**src/rtl/tdm_demux_pkg.sv**
```systemverilog
// tdm_demux_pkg: shared state encoding and slot geometry for the TDM demultiplexer
package tdm_demux_pkg;
  typedef enum logic {IDLE, COLLECT} state_e;
  localparam int SLOTS = 4;
  localparam int SLOT_W = 2;
endpackage

```
**src/rtl/tdm_slot_decoder.sv**
```systemverilog
// tdm_slot_decoder: enabled 2-to-4 one-hot decoder turning a slot number into lane-buffer write enables
module tdm_slot_decoder
  import tdm_demux_pkg::*;
(
  input  logic [SLOT_W-1:0] slot_i,
  input  logic              en_i,
  output logic [SLOTS-1:0]  we_o
);
  // exactly one enable for the addressed slot, none when no beat is accepted
  always_comb we_o = en_i ? (SLOTS'(1) << slot_i) : '0;
endmodule

```
**src/rtl/tdm_demux.sv**
```systemverilog
// tdm_demux: registered 1-to-4 TDM demultiplexer; TDM_DEMUX_PARITY_EN adds per-beat even-parity checking
module tdm_demux
  import tdm_demux_pkg::*;
#(
  parameter int WIDTH = 1
) (
  input  logic             clk,
  input  logic             reset,
  input  logic             in_valid,
  input  logic             frame_start,
`ifdef TDM_DEMUX_PARITY_EN
  input  logic             in_parity,
`endif
  input  logic [WIDTH-1:0] in_data,
  output logic             address0,
  output logic             address1,
  output logic [WIDTH-1:0] out0,
  output logic [WIDTH-1:0] out1,
  output logic [WIDTH-1:0] out2,
  output logic [WIDTH-1:0] out3,
  output logic             out_valid,
  output logic             frame_err
);
  state_e                        state_q, state_d;
  logic [SLOT_W-1:0]             slot_q, slot_d, dec_slot;
  logic [2:0][WIDTH-1:0]         buf_q, buf_d;
  logic [SLOTS-1:0][WIDTH-1:0]   lane_q, lane_d;
  logic                          bad_q, bad_d, valid_q, valid_d, err_q, err_d;
  logic                          start, cont, complete, par_err, frame_bad;
  logic [SLOTS-1:0]              we;
`ifdef TDM_DEMUX_PARITY_EN
  assign par_err = ^{in_data, in_parity};
`else
  assign par_err = 1'b0;
`endif
  // a frame_start beat always lands in slot 0, overriding any partial frame
  always_comb begin
    start    = in_valid & frame_start;
    cont     = in_valid & ~frame_start & (state_q == COLLECT);
    dec_slot = start ? '0 : slot_q;
  end
  tdm_slot_decoder u_dec (
    .slot_i (dec_slot),
    .en_i   (start | cont),
    .we_o   (we)
  );
  // next-state: buffer writes, slot advance, atomic publish on slot 3, error pulses
  always_comb begin
    buf_d = buf_q;
    for (int i = 0; i < 3; i++) if (we[i]) buf_d[i] = in_data;
    complete  = we[3];
    frame_bad = start ? par_err : (bad_q | par_err);
    bad_d     = complete ? 1'b0 : (start | cont) ? frame_bad : bad_q;
    valid_d   = complete & ~frame_bad;
    lane_d    = valid_d ? {in_data, buf_q[2], buf_q[1], buf_q[0]} : lane_q;
    err_d     = (start & (state_q == COLLECT)) | (complete & frame_bad);
    state_d   = start ? COLLECT : complete ? IDLE : state_q;
    slot_d    = start ? SLOT_W'(1) : cont ? slot_q + 1'b1 : slot_q;
  end
  // state register; reset drops any partial frame without raising an error
  always_ff @(posedge clk or posedge reset) begin
    if (reset) begin
      state_q <= IDLE;
      slot_q  <= '0;
      buf_q   <= '0;
      lane_q  <= '0;
      bad_q   <= 1'b0;
      valid_q <= 1'b0;
      err_q   <= 1'b0;
    end else begin
      state_q <= state_d;
      slot_q  <= slot_d;
      buf_q   <= buf_d;
      lane_q  <= lane_d;
      bad_q   <= bad_d;
      valid_q <= valid_d;
      err_q   <= err_d;
    end
  end
  assign address0  = slot_q[0];
  assign address1  = slot_q[1];
  assign out0      = lane_q[0];
  assign out1      = lane_q[1];
  assign out2      = lane_q[2];
  assign out3      = lane_q[3];
  assign out_valid = valid_q;
  assign frame_err = err_q;
endmodule

```
**config.mk**
```make
export PLATFORM = sky130hd
export DESIGN_NAME = tdm_demux
export DESIGN_NICKNAME = d
export VERILOG_FILES = /design/src/rtl/tdm_demux_pkg.sv /design/src/rtl/tdm_slot_decoder.sv /design/src/rtl/tdm_demux.sv
export SDC_FILE = /design/constraint.sdc
export NUM_CORES = 1
export LEC_CHECK = 0
export CAP_MARGIN = 20
export CORE_MARGIN = 2
export CORE_UTILIZATION = 42
export CTS_CLUSTER_SIZE = 16
export DETAILED_ROUTE_END_ITERATION = 7
export HOLD_SLACK_MARGIN = 0.12
export PLACE_DENSITY = 0.73
export REMOVE_ABC_BUFFERS = 1
export SLEW_MARGIN = 20
export SYNTH_ARGS = -nofsm -noshare
export SYNTH_HDL_FRONTEND = slang
export SYNTH_HIERARCHICAL = 1
export SYNTH_SLANG_ARGS = --single-unit
export TNS_END_PERCENT = 50
```
**constraint.sdc**
```tcl
create_clock -name clk -period 1.35 [get_ports clk]
set_input_delay 0.135 -clock clk [delete_from_list [all_inputs] [get_ports clk]]
set_output_delay 0.135 -clock clk [all_outputs]
set_load 0.02 [all_outputs]
```
==> out/metrics.cfg <==
[flow_run]
maxCapViolations=0

[layout]
number_of_nets_in_the_layout=77
area.sequential_um2=325
antenna_cells=0
final_util=0.634
most_common_cell_after_layout_fill_and_taps_aside=sky130_fd_sc_hd__dfrtp_1
filler_cell_count=114
drive_gt1_frac=0.366
combined_area_of_the_multi_input_logic_cells_um2=256
final_cell_mix=sky130_fd_sc_hd__dfrtp_1 (13), sky130_fd_sc_hd__dlygate4sd2_1 (10), sky130_fd_sc_hd__buf_4 (10)
layout-area-overhead-vs-synth_pct=41.7

[cts]
cts.reportedPaths.clkPinSlew_ps=80
cts-root-buf=sky130_fd_sc_hd__clkbuf_4
cts.path.max_buffers=2
cts.sink_count=13
cts_buffers=3
htreeDepth=1
clock_latency_ps=280
cts_tree=yes

[drt]
post_drt_via_cell_ratio=5.00
detail-route-antenna-nets=0
first_pass_iters=3
via_count=430
detail_route.drc_violations=0
wl_mm=1.08
dr.first_iter.drc_count=6
routed_wire_length_per_instance_um=12.5

[global_route]
grt_remaining_overflow=0
grt_start_max_net_pins=14
gr-usage-met3=0.0652
met1_usage=0.197
use_met2=0.266
antenna_found_initial=0
gr-usage-all-layers=0.166
grt_pass1_wl_mm=1.70
grt_busiest_layer=met2
grt_pass1_vias=396

[hold_path]
hold_class=input port to async pin

[sta]
setup_viol_count_final=0
final_period_demand_of_the_worst_path_ps=1290
worst_pin_slew_ps=479
timing_max_transition_violations_final=0
finalClockSkew_ps=1.39
fmax_mhz=776
max-slew-margin-rel=0.681
final_min_period_over_clock_period=0.955
final_critical_path_setup_slack_ps=60.6
rsz0062_at_grt=true
hold_violations=0
fin_setup_tns_ps=0

[power]
total_power_mw=1.40
pwr_density_cell_nw_per_um2=1700
vdd_drop_max_mv=0.806
p_leak_nw=0.426

[die]
die_w_um=41.2
floorplan.initialDensity=0.447
num_rows=13
boundaryPins=13
core-area_um2=1300
design.die.area_um2=1700
die_y_um=41.2

[critical_path]
worstPathMaxFanout=5
worst_setup_path_end_kind=register
start_kind=register
crit_arrival_ps=1460
critPathSlowestCell=sky130_fd_sc_hd__dfrtp_1
path_class=register to register
worst_path_largest_cell_delay_ps=390
timing.critical_path.cells=nor2_1 -> nor2_2 -> and3_4 -> nand2_8 -> mux2_4
rr_worst_depth=5
critical_path_required_ps=1520

[synth]
synth.cell_area_um2=582
postSynthCellCount=45
ys_seq_elements=13
yosysWarnings=6
synth.distinct_cells=18
seq_area_frac_synth=0.559
synth_area_per_cell_um2=12.9

[run_status]
run_status=finished clean

[placed_design]
gp_routability_congestion=0.803
dp_slack_ps=-370
place.detailed.hpwl_um=783
port_buffers=12

## Yosys cell counts
master	instances	area (um^2)
sky130_fd_sc_hd__a21oi_1	1	5.00
sky130_fd_sc_hd__nor2_1	3	11.3
sky130_fd_sc_hd__o21ai_0	3	15.0
sky130_fd_sc_hd__nand2_1	1	3.75
sky130_fd_sc_hd__inv_1	4	15.0
sky130_fd_sc_hd__o21a_1	1	7.51
sky130_fd_sc_hd__a21bo_4	1	16.3
sky130_fd_sc_hd__nand2_4	1	11.3
sky130_fd_sc_hd__and3_2	1	7.51
sky130_fd_sc_hd__mux2_2	3	33.8
sky130_fd_sc_hd__dfrtp_1	13	325
sky130_fd_sc_hd__and3b_1	2	17.5
sky130_fd_sc_hd__mux2_4	4	60.1
sky130_fd_sc_hd__o31ai_1	1	7.51
sky130_fd_sc_hd__nand3_1	2	10.0
sky130_fd_sc_hd__and2_1	2	12.5
sky130_fd_sc_hd__o22a_2	1	10.0
sky130_fd_sc_hd__nor3b_2	1	12.5
## worst paths after layout
kind | endpoint | slack [ps] | startpoint
min in group clk | slot_q[1] | 350 | frame_start
max in group asynchronous | slot_q[0] | 860 | reset
worst min register to register | buf_q[2] | 510 | buf_q[2]
worst min-delay path | bad_q | 170 | reset
worst max-delay path | out0 | 60 | state_q
worst max register to register | out0 | 60 | state_q
## cell families after synthesis
logic type | share of synthesized area
AOI/OAI and AO/OA | 0.105
buffers and inverters | 0.0258
DFF | 0.559
muxes | 0.161
and+or+nand+nor | 0.148
## what timing repair did
item,CTS,global route
setup buffers,0,1
resized for setup,10,3
hold endpoints to repair,0,0
gates cloned,0,0
hold buffers,0,0
setup endpoints to repair,12,4
pin swaps,0,2
## layer usage
layer  vias to the layer above  share of wire
met5                         -              0
met4                         0          0.013
met3                         2          0.042
met2                         7           0.52
met1                       214           0.43
li1                        207              -
## registers in the layout (all words and copies together), names as in the netlist
| name | flops |
|---|---|
| bad_q | 1 |
| buf_q | 3 |
| frame_err | 1 |
| out0 | 1 |
| out1 | 1 |
| out2 | 1 |
| out3 | 1 |
| out_valid | 1 |
| slot_q | 2 |
| state_q | 1 |
## area by class of cell
class                   count  area share
clock buffers               4      0.0319
inverters                   4      0.0182
multi-input cells          28       0.311
flip-flops and latches     13       0.395
well taps                  15      0.0228
repair buffers             22       0.222
## report_power, final
group | leakage [nW] | internal (mW) | total [mW] | switching [mW]
clock | 0.0150 | 0.115 | 0.243 | 0.128
combinational | 0.253 | 0.307 | 0.569 | 0.262
sequential | 0.158 | 0.524 | 0.590 | 0.0661
total | 0.426 | 0.946 | 1.40 | 0.456
## worst max-delay path: cells and delay by family (launching register included)
family	cells	cell delay, ps
flip-flops	1	390
AND/OR/NAND/NOR	4	480
multiplexers	1	300
## through the flow
step                      cell area, um^2  hold WS (ps)  std cells
after global routing                  825           214         86
after detailed placement              788           489         81
after CTS                             802           184         85
after global placement                788           481         81
final                                 825           166         86
after floorplan                       582          12.0         45
(Power assumes the default switching activity.)
